File: config.mk
export PLATFORM = sky130hd
export DESIGN_NAME = rom_port_arbiter
export DESIGN_NICKNAME = d
export VERILOG_FILES = /design/src/rtl/rom_port_arbiter.sv
export SDC_FILE = /design/constraint.sdc
export NUM_CORES = 1
export LEC_CHECK = 0
export CORE_UTILIZATION = 34
export CTS_BUF_LIST = sky130_fd_sc_hd__clkbuf_16
export DETAILED_ROUTE_END_ITERATION = 8
export PLACE_DENSITY_LB_ADDON = 0.3
export SLEW_MARGIN = 15
export SYNTH_ARGS = -nofsm -noshare
export SYNTH_HDL_FRONTEND = slang
export SYNTH_SLANG_ARGS = --single-unit
File: constraint.sdc
create_clock -name clk -period 4.05 [get_ports clk]
set_input_delay 0.81 -clock clk [delete_from_list [all_inputs] [get_ports clk]]
set_output_delay 0.81 -clock clk [all_outputs]
set_load 0.01 [all_outputs]
File: src/rtl/rom_port_arbiter.sv
// Two-requester arbiter for the single shared ROM read port.
// Fixed priority with a starvation guard; one-cycle registered response routed to the winner.

module rom_port_resp (
  input  logic        clk,
  input  logic        rst,
  input  logic        gnt,
  input  logic        addrErr,
  input  logic [31:0] romDout,
  output logic        rvalid,
  output logic [31:0] rdata,
  output logic        err
);
  logic vld;
  logic errQ;

  always_ff @(posedge clk or posedge rst) begin
    if (rst) begin
      vld  <= 1'b0;
      errQ <= 1'b0;
    end else begin
      vld  <= gnt;
      errQ <= gnt & addrErr;
    end
  end

  // ROM data arrives the cycle after the grant; mask it for bad addresses.
  assign rvalid = vld;
  assign err    = errQ;
  assign rdata  = (vld && !errQ) ? romDout : 32'h0;
endmodule

module rom_port_arbiter #(
  parameter int ROM_WORDS   = 16,
  parameter int PRIORITY_M1 = 1,
  parameter int MAX_WAIT    = 3
) (
  input  logic        clk,
  input  logic        rst,
  input  logic        m0_req,
  input  logic [31:0] m0_addr,
  output logic        m0_gnt,
  output logic        m0_rvalid,
  output logic [31:0] m0_rdata,
  output logic        m0_err,
  input  logic        m1_req,
  input  logic [31:0] m1_addr,
  output logic        m1_gnt,
  output logic        m1_rvalid,
  output logic [31:0] m1_rdata,
  output logic        m1_err,
  output logic [31:0] rom_addr,
  input  logic [31:0] rom_dout
);
  localparam int NUM_PORTS = 2;
  localparam int HI = (PRIORITY_M1 != 0) ? 1 : 0;
  localparam int LO = 1 - HI;
  localparam int CW = (MAX_WAIT > 0) ? $clog2(MAX_WAIT + 1) : 1;
  localparam logic [31:0] ADDR_LIMIT = 32'(4 * ROM_WORDS);

  logic [NUM_PORTS-1:0]       req;
  logic [NUM_PORTS-1:0][31:0] addr;
  logic [NUM_PORTS-1:0]       gnt;
  logic [NUM_PORTS-1:0]       rvalid;
  logic [NUM_PORTS-1:0][31:0] rdata;
  logic [NUM_PORTS-1:0]       err;
  logic [CW-1:0]              waitCnt;
  logic [31:0]                lastAddr;
  logic [31:0]                grantAddr;
  logic                       anyGnt;
  logic                       addrErr;
  logic                       contend;
  logic                       forceLo;

  assign req     = {m1_req, m0_req};
  assign addr    = {m1_addr, m0_addr};
  assign contend = req[HI] && req[LO];
  assign forceLo = (MAX_WAIT != 0) && (waitCnt == CW'(MAX_WAIT));

  always_comb begin
    gnt = '0;
    if (!rst) begin
      if (contend) begin
        if (forceLo) gnt[LO] = 1'b1;
        else         gnt[HI] = 1'b1;
      end else begin
        gnt = req;
      end
    end
  end

  assign anyGnt    = |gnt;
  assign grantAddr = gnt[1] ? addr[1] : addr[0];
  assign rom_addr  = anyGnt ? grantAddr : lastAddr;
  assign addrErr   = (grantAddr[1:0] != 2'b00) || (grantAddr >= ADDR_LIMIT);

  always_ff @(posedge clk or posedge rst) begin
    if (rst) begin
      lastAddr <= 32'h0;
      waitCnt  <= '0;
    end else begin
      if (anyGnt) lastAddr <= grantAddr;
      // Counts only lost contended cycles; any other cycle resets the streak.
      if (MAX_WAIT == 0)                     waitCnt <= '0;
      else if (contend && gnt[HI])           waitCnt <= forceLo ? waitCnt : waitCnt + 1'b1;
      else                                   waitCnt <= '0;
    end
  end

  for (genvar p = 0; p < NUM_PORTS; p++) begin : g_port
    rom_port_resp u_resp (
      .clk     (clk),
      .rst     (rst),
      .gnt     (gnt[p]),
      .addrErr (addrErr),
      .romDout (rom_dout),
      .rvalid  (rvalid[p]),
      .rdata   (rdata[p]),
      .err     (err[p])
    );
  end

  assign m0_gnt    = gnt[0];
  assign m1_gnt    = gnt[1];
  assign m0_rvalid = rvalid[0];
  assign m1_rvalid = rvalid[1];
  assign m0_rdata  = rdata[0];
  assign m1_rdata  = rdata[1];
  assign m0_err    = err[0];
  assign m1_err    = err[1];
endmodule

==> results.json, run 1 <==
{
  "areaGrowthSynthToFinish_pct": 101,
  "crit_top_cell": "clkdlybuf4s50_1",
  "hold_path.class": "flop to flop",
  "synth_area_um2": 2250,
  "cp_cell_sequence": "clkdlybuf4s50_1 -> inv_2 -> nand3_2 -> buf_4 -> mux2i_1 -> o21ai_0 -> clkdlybuf4s50_1",
  "startpoint_type": "input pin",
  "synth_seq_area_share": 0.423,
  "ff2ff_setup_slack_ns": 2.24,
  "grt-ovfl-total": 0,
  "ys_types": 25,
  "clock_latency_ns": 0.28,
  "antenna_left": 0,
  "port_buffers": 201,
  "hold_viol_final": 0,
  "p_seq_frac": 0.362,
  "rr_endpoint": "g_port[0].u_resp.err$_DFF_PP0_",
  "clockRootBuffer": "clkbuf_16",
  "nNetsFinal": 549,
  "max_freq_mhz": 264,
  "synth_fp_nets": 349,
  "switchingPower_mw": 0.324,
  "p_int_mw": 0.885,
  "ir_drop_mv": 0.242,
  "ys.warnings.count": 0,
  "tns_ns": 0,
  "required_ns": 3.24,
  "antenna_found_initial": 0,
  "routed_wirelength_mm": 8.29,
  "die_h_um": 83.3,
  "power_leakage_nw": 1.92,
  "wl_per_cell_um": 15.8,
  "finalNonFillerCells": 525,
  "numCtsBuffers": 5,
  "reg2reg_depth": 7,
  "synthCells": 248,
  "combPwrFrac": 0.332,
  "fin_skew_ns": 0.00554,
  "startpoint": "rst",
  "setup_viol": 0,
  "final_cell_mix": "clkdlybuf4s50_1 (201), and2_1 (64), dfrtp_1 (38), nand2_1 (33)",
  "place_area_um2": 4370,
  "critical_path.endpoint": "rom_addr[7]",
  "final_cell_area_um2": 4510,
  "status": "finished, final reports clean",
  "worstMarginPinSlew_ns": 0.720,
  "hpwl_mm": 6.84,
  "worstReg2RegStart": "waitCnt[0]$_DFFE_PP0P_",
  "antenna_cells": 0,
  "ctsHoldBuffers": 0,
  "drc": 0,
  "maxCapViolations": 0,
  "swShare": 0.268,
  "power_frac_clock": 0.306,
  "start_util": 0.352,
  "io_pins": 202,
  "synth_area_per_cell_um2": 9.07,
  "clockBufferDepth": 2,
  "drive_gt1_frac": 0.0424,
  "rows": 29,
  "path_max_fanout": 13,
  "slowest_delay_ns": 0.60,
  "grt_pass1_wl_mm": 13.5,
  "gp_congestion": 0.818,
  "die-area_um2": 6950,
  "cts.repair.resized": 0,
  "cts_setup_buffers": 0,
  "path_class": "input pin to output pin",
  "slew_headroom": 0.519,
  "cts.sinks": 38,
  "placed_cells": 518,
  "vias": 2544,
  "cts_tree": "done",
  "powerDensity_nw_per_um2": 268,
  "min_period_ns": 3.79,
  "cts.reportedPaths.clkPinSlew_ns": 0.05,
  "core_um2": 6390,
  "grt.total_usage": 0.244,
  "htreeDepth": 2,
  "rsz0062_at_grt": "false",
  "utilization": 0.706,
  "die-width_um": 83.3,
  "finalMaxSlewViolations": 0,
  "grt_max_degree": 65,
  "worstPathArrival_ns": 2.98,
  "avgViaCountPerCell": 4.85,
  "first_global_vias": 2706,
  "slowest_stage": "clkdlybuf4s50_1",
  "dr.first_iter.drc_count": 88,
  "final_common_cell": "clkdlybuf4s50_1",
  "post-route-period-util": 0.936,
  "worst_setup_path_end_kind": "output pin",
  "ys_seq_elements": 38,
  "firstDrtPassIters": 4
}
## cell type report
| cell class | count | area [µm²] |
|---|---|---|
| multi-input cells | 193 | 1240 |
| flip-flops and latches | 38 | 951 |
| repair buffers | 208 | 2080 |
| well taps | 77 | 96.3 |
| clock buffers | 5 | 125 |
| fillers | 524 | 1880 |
| inverters | 2 | 7.51 |
| clock inverters | 2 | 11.3 |
## sequential cells by signal, indices dropped and copies added (netlist names)
| register | count |
|---|---|
| g_port.u_resp.rvalid | 2 |
| lastAddr | 32 |
| waitCnt | 2 |
| g_port.u_resp.err | 2 |
## worst max-delay path, delay by kind of cell
family                 cells  cell delay (ns)
AND/OR/NAND/NOR            1             0.16
AO/OA/AOI/OAI              1             0.30
buffers and inverters      4             1.56
multiplexers               1             0.15
## how the worst min path moves through the flow
| stage | from | to | slack (ns) | depth (start not counted) |
|---|---|---|---|---|
| floorplan | waitCnt[0]$_DFFE_PP0P_ | waitCnt[0]$_DFFE_PP0P_ | 0.42 | 1 |
| global placement | waitCnt[0]$_DFFE_PP0P_ | waitCnt[0]$_DFFE_PP0P_ | 0.44 | 1 |
| detailed placement | waitCnt[0]$_DFFE_PP0P_ | waitCnt[0]$_DFFE_PP0P_ | 0.46 | 1 |
| CTS | waitCnt[0]$_DFFE_PP0P_ | waitCnt[0]$_DFFE_PP0P_ | 0.47 | 1 |
| global route | waitCnt[0]$_DFFE_PP0P_ | waitCnt[0]$_DFFE_PP0P_ | 0.50 | 1 |
| finish | waitCnt[0]$_DFFE_PP0P_ | waitCnt[0]$_DFFE_PP0P_ | 0.47 | 1 |
## through the flow
stage                     worst slack [ns]  power [mW]  hold WS [ns]
after floorplan                      0.811       0.578         0.415
after global placement               0.358       0.838         0.437
after detailed placement             0.241       0.847         0.459
after CTS                            0.216        1.22         0.472
after global routing                0.0855        1.27         0.497
final                                0.261        1.21         0.469
## cells by family (layout without fill, tap and decap cells)
| family | Yosys count | in the layout | synth area share |
|---|---|---|---|
| and+or+nand+nor | 124 | 124 | 0.316 |
| DFF | 38 | 38 | 0.423 |
| AOI/OAI and AO/OA | 36 | 36 | 0.0834 |
| muxes | 32 | 32 | 0.142 |
| buffers and inverters | 17 | 217 | 0.0300 |
| adders and majority gates | 1 | 1 | 0.00556 |
## power groups by stage
stage	combinational (mW)	sequential, mW	clock (mW)
after global placement	0.397	0.441	0
after CTS	0.405	0.438	0.377
after detailed placement	0.403	0.444	0
final	0.402	0.437	0.370
after floorplan	0.138	0.440	0
after global routing	0.433	0.441	0.393
## cells in the mapped netlist, drive strengths merged
cell type | n | area share
a221oi | 1 | 0.0039
a31oi | 1 | 0.0028
and2 | 64 | 0.18
and4 | 1 | 0.0039
buf | 3 | 0.0067
clkbuf | 12 | 0.020
dfrtp | 38 | 0.42
ha | 1 | 0.0056
inv | 2 | 0.0033
mux2i | 32 | 0.14
nand2 | 33 | 0.055
nand3 | 1 | 0.0044
nand4 | 3 | 0.0083
nor2 | 1 | 0.0017
nor2b | 4 | 0.011
nor3 | 3 | 0.0089
nor3b | 1 | 0.0033
nor4 | 9 | 0.025
nor4bb | 1 | 0.0044
o21a | 1 | 0.0033
o21ai | 33 | 0.073
or4 | 3 | 0.012
## metal layers
| layer | track usage | up-vias | part of all wire |
|---|---|---|---|
| li1 | - | 1254 | - |
| met2 | 0.465 | 127 | 0.53 |
| met3 | 0.0646 | 19 | 0.077 |
| met4 | 0.0846 | 0 | 0.024 |
| met5 | 0 | - | 0 |
| met1 | 0.254 | 1144 | 0.37 |
No activity file was read; power rests on OpenSTA's default activity.
==> run 2, diff against run 1 <==
--- a/config.mk
+++ b/config.mk
@@ -5,11 +5,12 @@
 export SDC_FILE = /design/constraint.sdc
 export NUM_CORES = 1
 export LEC_CHECK = 0
-export CORE_UTILIZATION = 34
+export CORE_UTILIZATION = 31
 export CTS_BUF_LIST = sky130_fd_sc_hd__clkbuf_16
 export DETAILED_ROUTE_END_ITERATION = 8
 export PLACE_DENSITY_LB_ADDON = 0.3
-export SLEW_MARGIN = 15
+export SLEW_MARGIN = 0
 export SYNTH_ARGS = -nofsm -noshare
 export SYNTH_HDL_FRONTEND = slang
 export SYNTH_SLANG_ARGS = --single-unit
+export TNS_END_PERCENT = 50
==> constraint.sdc (replaced) <==
create_clock -name clk -period 3.85 [get_ports clk]
set_input_delay 0.77 -clock clk [delete_from_list [all_inputs] [get_ports clk]]
set_output_delay 0.77 -clock clk [all_outputs]
set_load 0.01 [all_outputs]
==> results.json, run 2 (synthesis gave the netlist of run 1 again) <==
{
  "final_common_cell": "clkdlybuf4s50_1",
  "die-area_um2": 7600,
  "hpwl_mm": 6.76,
  "firstDrtPassIters": 4,
  "drive_gt1_frac": 0.0445,
  "startpoint": "m0_req",
  "grt_pass1_wl_mm": 12.2,
  "slew_headroom": 0.632,
  "grt-ovfl-total": 0,
  "cp_cell_sequence": "clkdlybuf4s50_1 -> nand2_1 -> nand3_2 -> buf_4 -> mux2i_1 -> o21ai_0 -> clkdlybuf4s50_1",
  "cts.reportedPaths.clkPinSlew_ns": 0.05,
  "power_leakage_nw": 1.93,
  "cts.sinks": 38,
  "die-width_um": 87.2,
  "die_h_um": 87.2,
  "grt.total_usage": 0.209,
  "numCtsBuffers": 5,
  "wl_per_cell_um": 15.0,
  "grt_max_degree": 65,
  "worstReg2RegStart": "waitCnt[0]$_DFFE_PP0P_",
  "drc": 0,
  "final_cell_mix": "clkdlybuf4s50_1 (201), and2_1 (64), dfrtp_1 (38), nand2_1 (33)",
  "utilization": 0.657,
  "dr.first_iter.drc_count": 75,
  "min_period_ns": 3.60,
  "maxCapViolations": 0,
  "areaGrowthSynthToFinish_pct": 102,
  "largest_reg_flops": 32,
  "status": "finished, final reports clean",
  "fin_skew_ns": 0.00498,
  "startpoint_type": "input pin",
  "finalMaxSlewViolations": 0,
  "nNetsFinal": 549,
  "gp_congestion": 0.832,
  "cts.repair.resized": 0,
  "slowest_delay_ns": 0.62,
  "crit_top_cell": "clkdlybuf4s50_1",
  "clock_latency_ns": 0.27,
  "min-delay-start": "waitCnt[0]$_DFFE_PP0P_",
  "post-route-period-util": 0.936,
  "clockRootBuffer": "clkbuf_16",
  "vias": 2523,
  "path_max_fanout": 18,
  "clockBufferDepth": 2,
  "rows": 30,
  "path_class": "input pin to output pin",
  "worst_setup_path_end_kind": "output pin",
  "ff2ff_setup_slack_ns": 2.08,
  "antenna_cells": 0,
  "io_pins": 202,
  "slowest_stage": "clkdlybuf4s50_1",
  "top_register": "lastAddr",
  "first_global_vias": 2421,
  "hold_path.class": "flop to flop",
  "start_util": 0.326,
  "max_freq_mhz": 278,
  "tns_ns": 0,
  "htreeDepth": 2,
  "cts_setup_buffers": 0,
  "hold_viol_final": 0,
  "ir_drop_mv": 0.266,
  "core_um2": 6910,
  "worstMarginPinSlew_ns": 0.548,
  "antenna_found_initial": 0,
  "routed_wirelength_mm": 8.18,
  "required_ns": 3.08,
  "cts_tree": "done",
  "worstPathArrival_ns": 2.83,
  "setup_viol": 0,
  "port_buffers": 201,
  "antenna_left": 0,
  "rsz0062_at_grt": "false",
  "ctsHoldBuffers": 0,
  "powerDensity_nw_per_um2": 280,
  "avgViaCountPerCell": 4.63
}
-- run 2: final timing paths --
check,cells past startpoint,end
worst max-delay path,7,rom_addr[22]
worst min-delay path,1,waitCnt[0]$_DFFE_PP0P_
worst max register to register,7,g_port[0].u_resp.err$_DFF_PP0_
worst min register to register,1,waitCnt[0]$_DFFE_PP0P_
max in group asynchronous,3,g_port[0].u_resp.err$_DFF_PP0_
min in group asynchronous,3,lastAddr[11]$_DFF_PP0_
-- run 2: metal layers --
layer | share of wire | GRT usage
met1 | 0.36 | 0.215
met2 | 0.54 | 0.409
met3 | 0.086 | 0.0654
met4 | 0.012 | 0.0507
met5 | 0 | 0
-- run 2: area by class of cell --
class                   instances  area, µm²
fillers                       596       2370
repair buffers                208       2080
multi-input cells             193       1240
flip-flops and latches         38        951
clock buffers                   5        125
well taps                      96        120
clock inverters                 3       17.5
inverters                       2       7.51
-- run 2: critical path: cells and delay by family --
| kind | cells | cell delay [ns] |
|---|---|---|
| buffers and inverters | 3 | 1.50 |
| AO/OA/AOI/OAI | 1 | 0.23 |
| AND/OR/NAND/NOR | 2 | 0.21 |
| multiplexers | 1 | 0.12 |
-- run 2: metrics by stage --
| stage | total power, mW | hold slack, ns | std cells | area [µm²] | setup WS, ns |
|---|---|---|---|---|---|
| final | 1.27 | 0.444 | 545 | 4540 | 0.247 |
| after global routing | 1.34 | 0.484 | 545 | 4540 | 0.0995 |
| after CTS | 1.29 | 0.450 | 545 | 4540 | 0.251 |
| after detailed placement | 0.890 | 0.443 | 537 | 4400 | 0.266 |
| after global placement | 0.882 | 0.436 | 537 | 4400 | 0.308 |
| after floorplan | 0.608 | 0.415 | 248 | 2250 | 0.691 |
-- run 2: power by group --
part	leakage [nW]	internal (mW)	switching (mW)
logic	1.38	0.251	0.170
clock network	0.0750	0.237	0.153
registers	0.473	0.446	0.0132
total	1.93	0.934	0.336
==> run 3, diff against run 2 <==
--- a/config.mk
+++ b/config.mk
@@ -5,10 +5,10 @@
 export SDC_FILE = /design/constraint.sdc
 export NUM_CORES = 1
 export LEC_CHECK = 0
-export CORE_UTILIZATION = 31
+export CORE_UTILIZATION = 34
 export CTS_BUF_LIST = sky130_fd_sc_hd__clkbuf_16
 export DETAILED_ROUTE_END_ITERATION = 8
-export PLACE_DENSITY_LB_ADDON = 0.3
+export PLACE_DENSITY = 0.87
 export SLEW_MARGIN = 0
 export SYNTH_ARGS = -nofsm -noshare
 export SYNTH_HDL_FRONTEND = slang
==> constraint.sdc (replaced) <==
create_clock -name clk -period 4.6 [get_ports clk]
set_input_delay 0.92 -clock clk [delete_from_list [all_inputs] [get_ports clk]]
set_output_delay 0.92 -clock clk [all_outputs]
set_load 0.01 [all_outputs]
==> results.json, run 3 (synthesis gave the netlist of run 1 again) <==
{
  "setup_viol": 0,
  "dp_worst_setup_slack_ns": 0.234,
  "cts.reportedPaths.clkPinSlew_ns": 0.05,
  "post-route-period-util": 0.948,
  "die_h_um": 83.3,
  "antenna_cells": 0,
  "cp_cell_sequence": "clkdlybuf4s50_1 -> o21ai_4 -> buf_4 -> nand2_1 -> o21ai_0 -> clkdlybuf4s50_1",
  "slowest_delay_ns": 0.92,
  "worstPathArrival_ns": 3.44,
  "min-delay-start": "waitCnt[0]$_DFFE_PP0P_",
  "path_class": "input pin to output pin",
  "reg2reg_depth": 7,
  "rr_endpoint": "g_port[0].u_resp.err$_DFF_PP0_",
  "clockBufferDepth": 2,
  "numCtsBuffers": 5,
  "ir_drop_mv": 0.192,
  "grt.total_usage": 0.242,
  "maxCapViolations": 0,
  "nNetsFinal": 549,
  "slew_headroom": 0.223,
  "crit_family": "buffers and inverters",
  "hpwl_mm": 6.83,
  "min_delay_path_depth": 1,
  "grt_pass1_wl_mm": 13.2,
  "min_period_ns": 4.36,
  "drc": 0,
  "dr.first_iter.drc_count": 61,
  "grt-ovfl-total": 0,
  "status": "finished, final reports clean",
  "gp_congestion": 0.938,
  "tns_ns": 0,
  "worstMarginPinSlew_ns": 1.16,
  "place_area_um2": 4370,
  "port_buffers": 201,
  "clockRootBuffer": "clkbuf_16",
  "antenna_left": 0,
  "rsz0062_at_grt": "false",
  "slowest_stage": "o21ai_4",
  "ff2ff_setup_slack_ns": 2.31,
  "first_global_vias": 2743,
  "final_cell_mix": "clkdlybuf4s50_1 (201), and2_1 (64), dfrtp_1 (38), nand2_1 (33)",
  "firstDrtPassIters": 4,
  "finalWorstSetupSlack_ns": 0.239,
  "routed_wirelength_mm": 8.27,
  "start_util": 0.352,
  "drive_gt1_frac": 0.0445,
  "vias": 2608,
  "final_cell_area_um2": 4560,
  "path_max_fanout": 59,
  "clock_latency_ns": 0.28,
  "die-area_um2": 6950,
  "powerDensity_nw_per_um2": 258,
  "core_um2": 6390,
  "path_buf_inv": 3,
  "cts.repair.resized": 0,
  "finalMaxSlewViolations": 0,
  "n_fill_cell": 480,
  "hold-path-endpoint": "waitCnt[0]$_DFFE_PP0P_",
  "grt_max_degree": 60,
  "htreeDepth": 2,
  "antenna_found_initial": 0,
  "power_leakage_nw": 1.94,
  "die-width_um": 83.3,
  "worst_setup_path_end_kind": "output pin",
  "cp.depth": 6,
  "top_register": "lastAddr",
  "cts_setup_buffers": 0,
  "rows": 29,
  "areaGrowthSynthToFinish_pct": 103,
  "cts.sinks": 38,
  "cts_tree": "done",
  "io_pins": 202,
  "startpoint_type": "input pin",
  "ctsHoldBuffers": 0,
  "hold_path.class": "flop to flop",
  "largest_reg_flops": 32,
  "avgViaCountPerCell": 4.96,
  "crit_top_cell": "clkdlybuf4s50_1",
  "required_ns": 3.68,
  "final_common_cell": "clkdlybuf4s50_1",
  "worstReg2RegStart": "waitCnt[0]$_DFFE_PP0P_",
  "hold_viol_final": 0,
  "utilization": 0.715,
  "power_mw": 1.18,
  "max_freq_mhz": 229,
  "wl_per_cell_um": 15.7,
  "fin_skew_ns": 0.00547
}
-- run 3: worst max path at each step --
| stage | start | slack (ns) | endpoint |
|---|---|---|---|
| after floorplan | rst | 1.14 | rom_addr[11] |
| after global placement | m1_req | 0.33 | rom_addr[15] |
| after detailed placement | m0_req | 0.23 | rom_addr[17] |
| after CTS | m0_req | 0.23 | rom_addr[17] |
| after global routing | m0_req | 0.03 | rom_addr[17] |
| final | m0_req | 0.24 | rom_addr[17] |
-- run 3: final cells by class --
cell class / count / area, µm² / area share
clock inverters: 3 / 63.8 / 0.0140
inverters: 2 / 7.51 / 0.00165
repair buffers: 208 / 2080 / 0.455
well taps: 77 / 96.3 / 0.0211
flip-flops and latches: 38 / 951 / 0.208
multi-input cells: 193 / 1240 / 0.272
clock buffers: 5 / 125 / 0.0274
-- run 3: per-layer routing --
metal,routed length (µm),track usage,vias to the layer above
li1,-,-,1252
met1,2810,0.232,1178
met3,715,0.0775,28
met5,0,0,-
met2,4380,0.454,150
met4,368,0.129,0
-- run 3: worst register-to-register path, stage by stage (launching register included) --
cell and delay [ns]:
dfrtp_1 0.38, ha_1 0.23, nand2_1 0.11, nand3_2 0.33, inv_2 0.43, nand4_1 0.17
a221oi_1 0.41, nor2b_1 0.10
-- run 3: per-stage QoR --
stage | std cells | hold WS, ns
after floorplan | 248 | 0.415
after global placement | 518 | 0.440
after detailed placement | 518 | 0.437
after CTS | 526 | 0.447
after global routing | 526 | 0.468
final | 526 | 0.445
-- run 3: power by group --
part           switching, mW  internal, mW
sequential            0.0113         0.373
clock                  0.128         0.309
combinational          0.146         0.210
total                  0.286         0.892
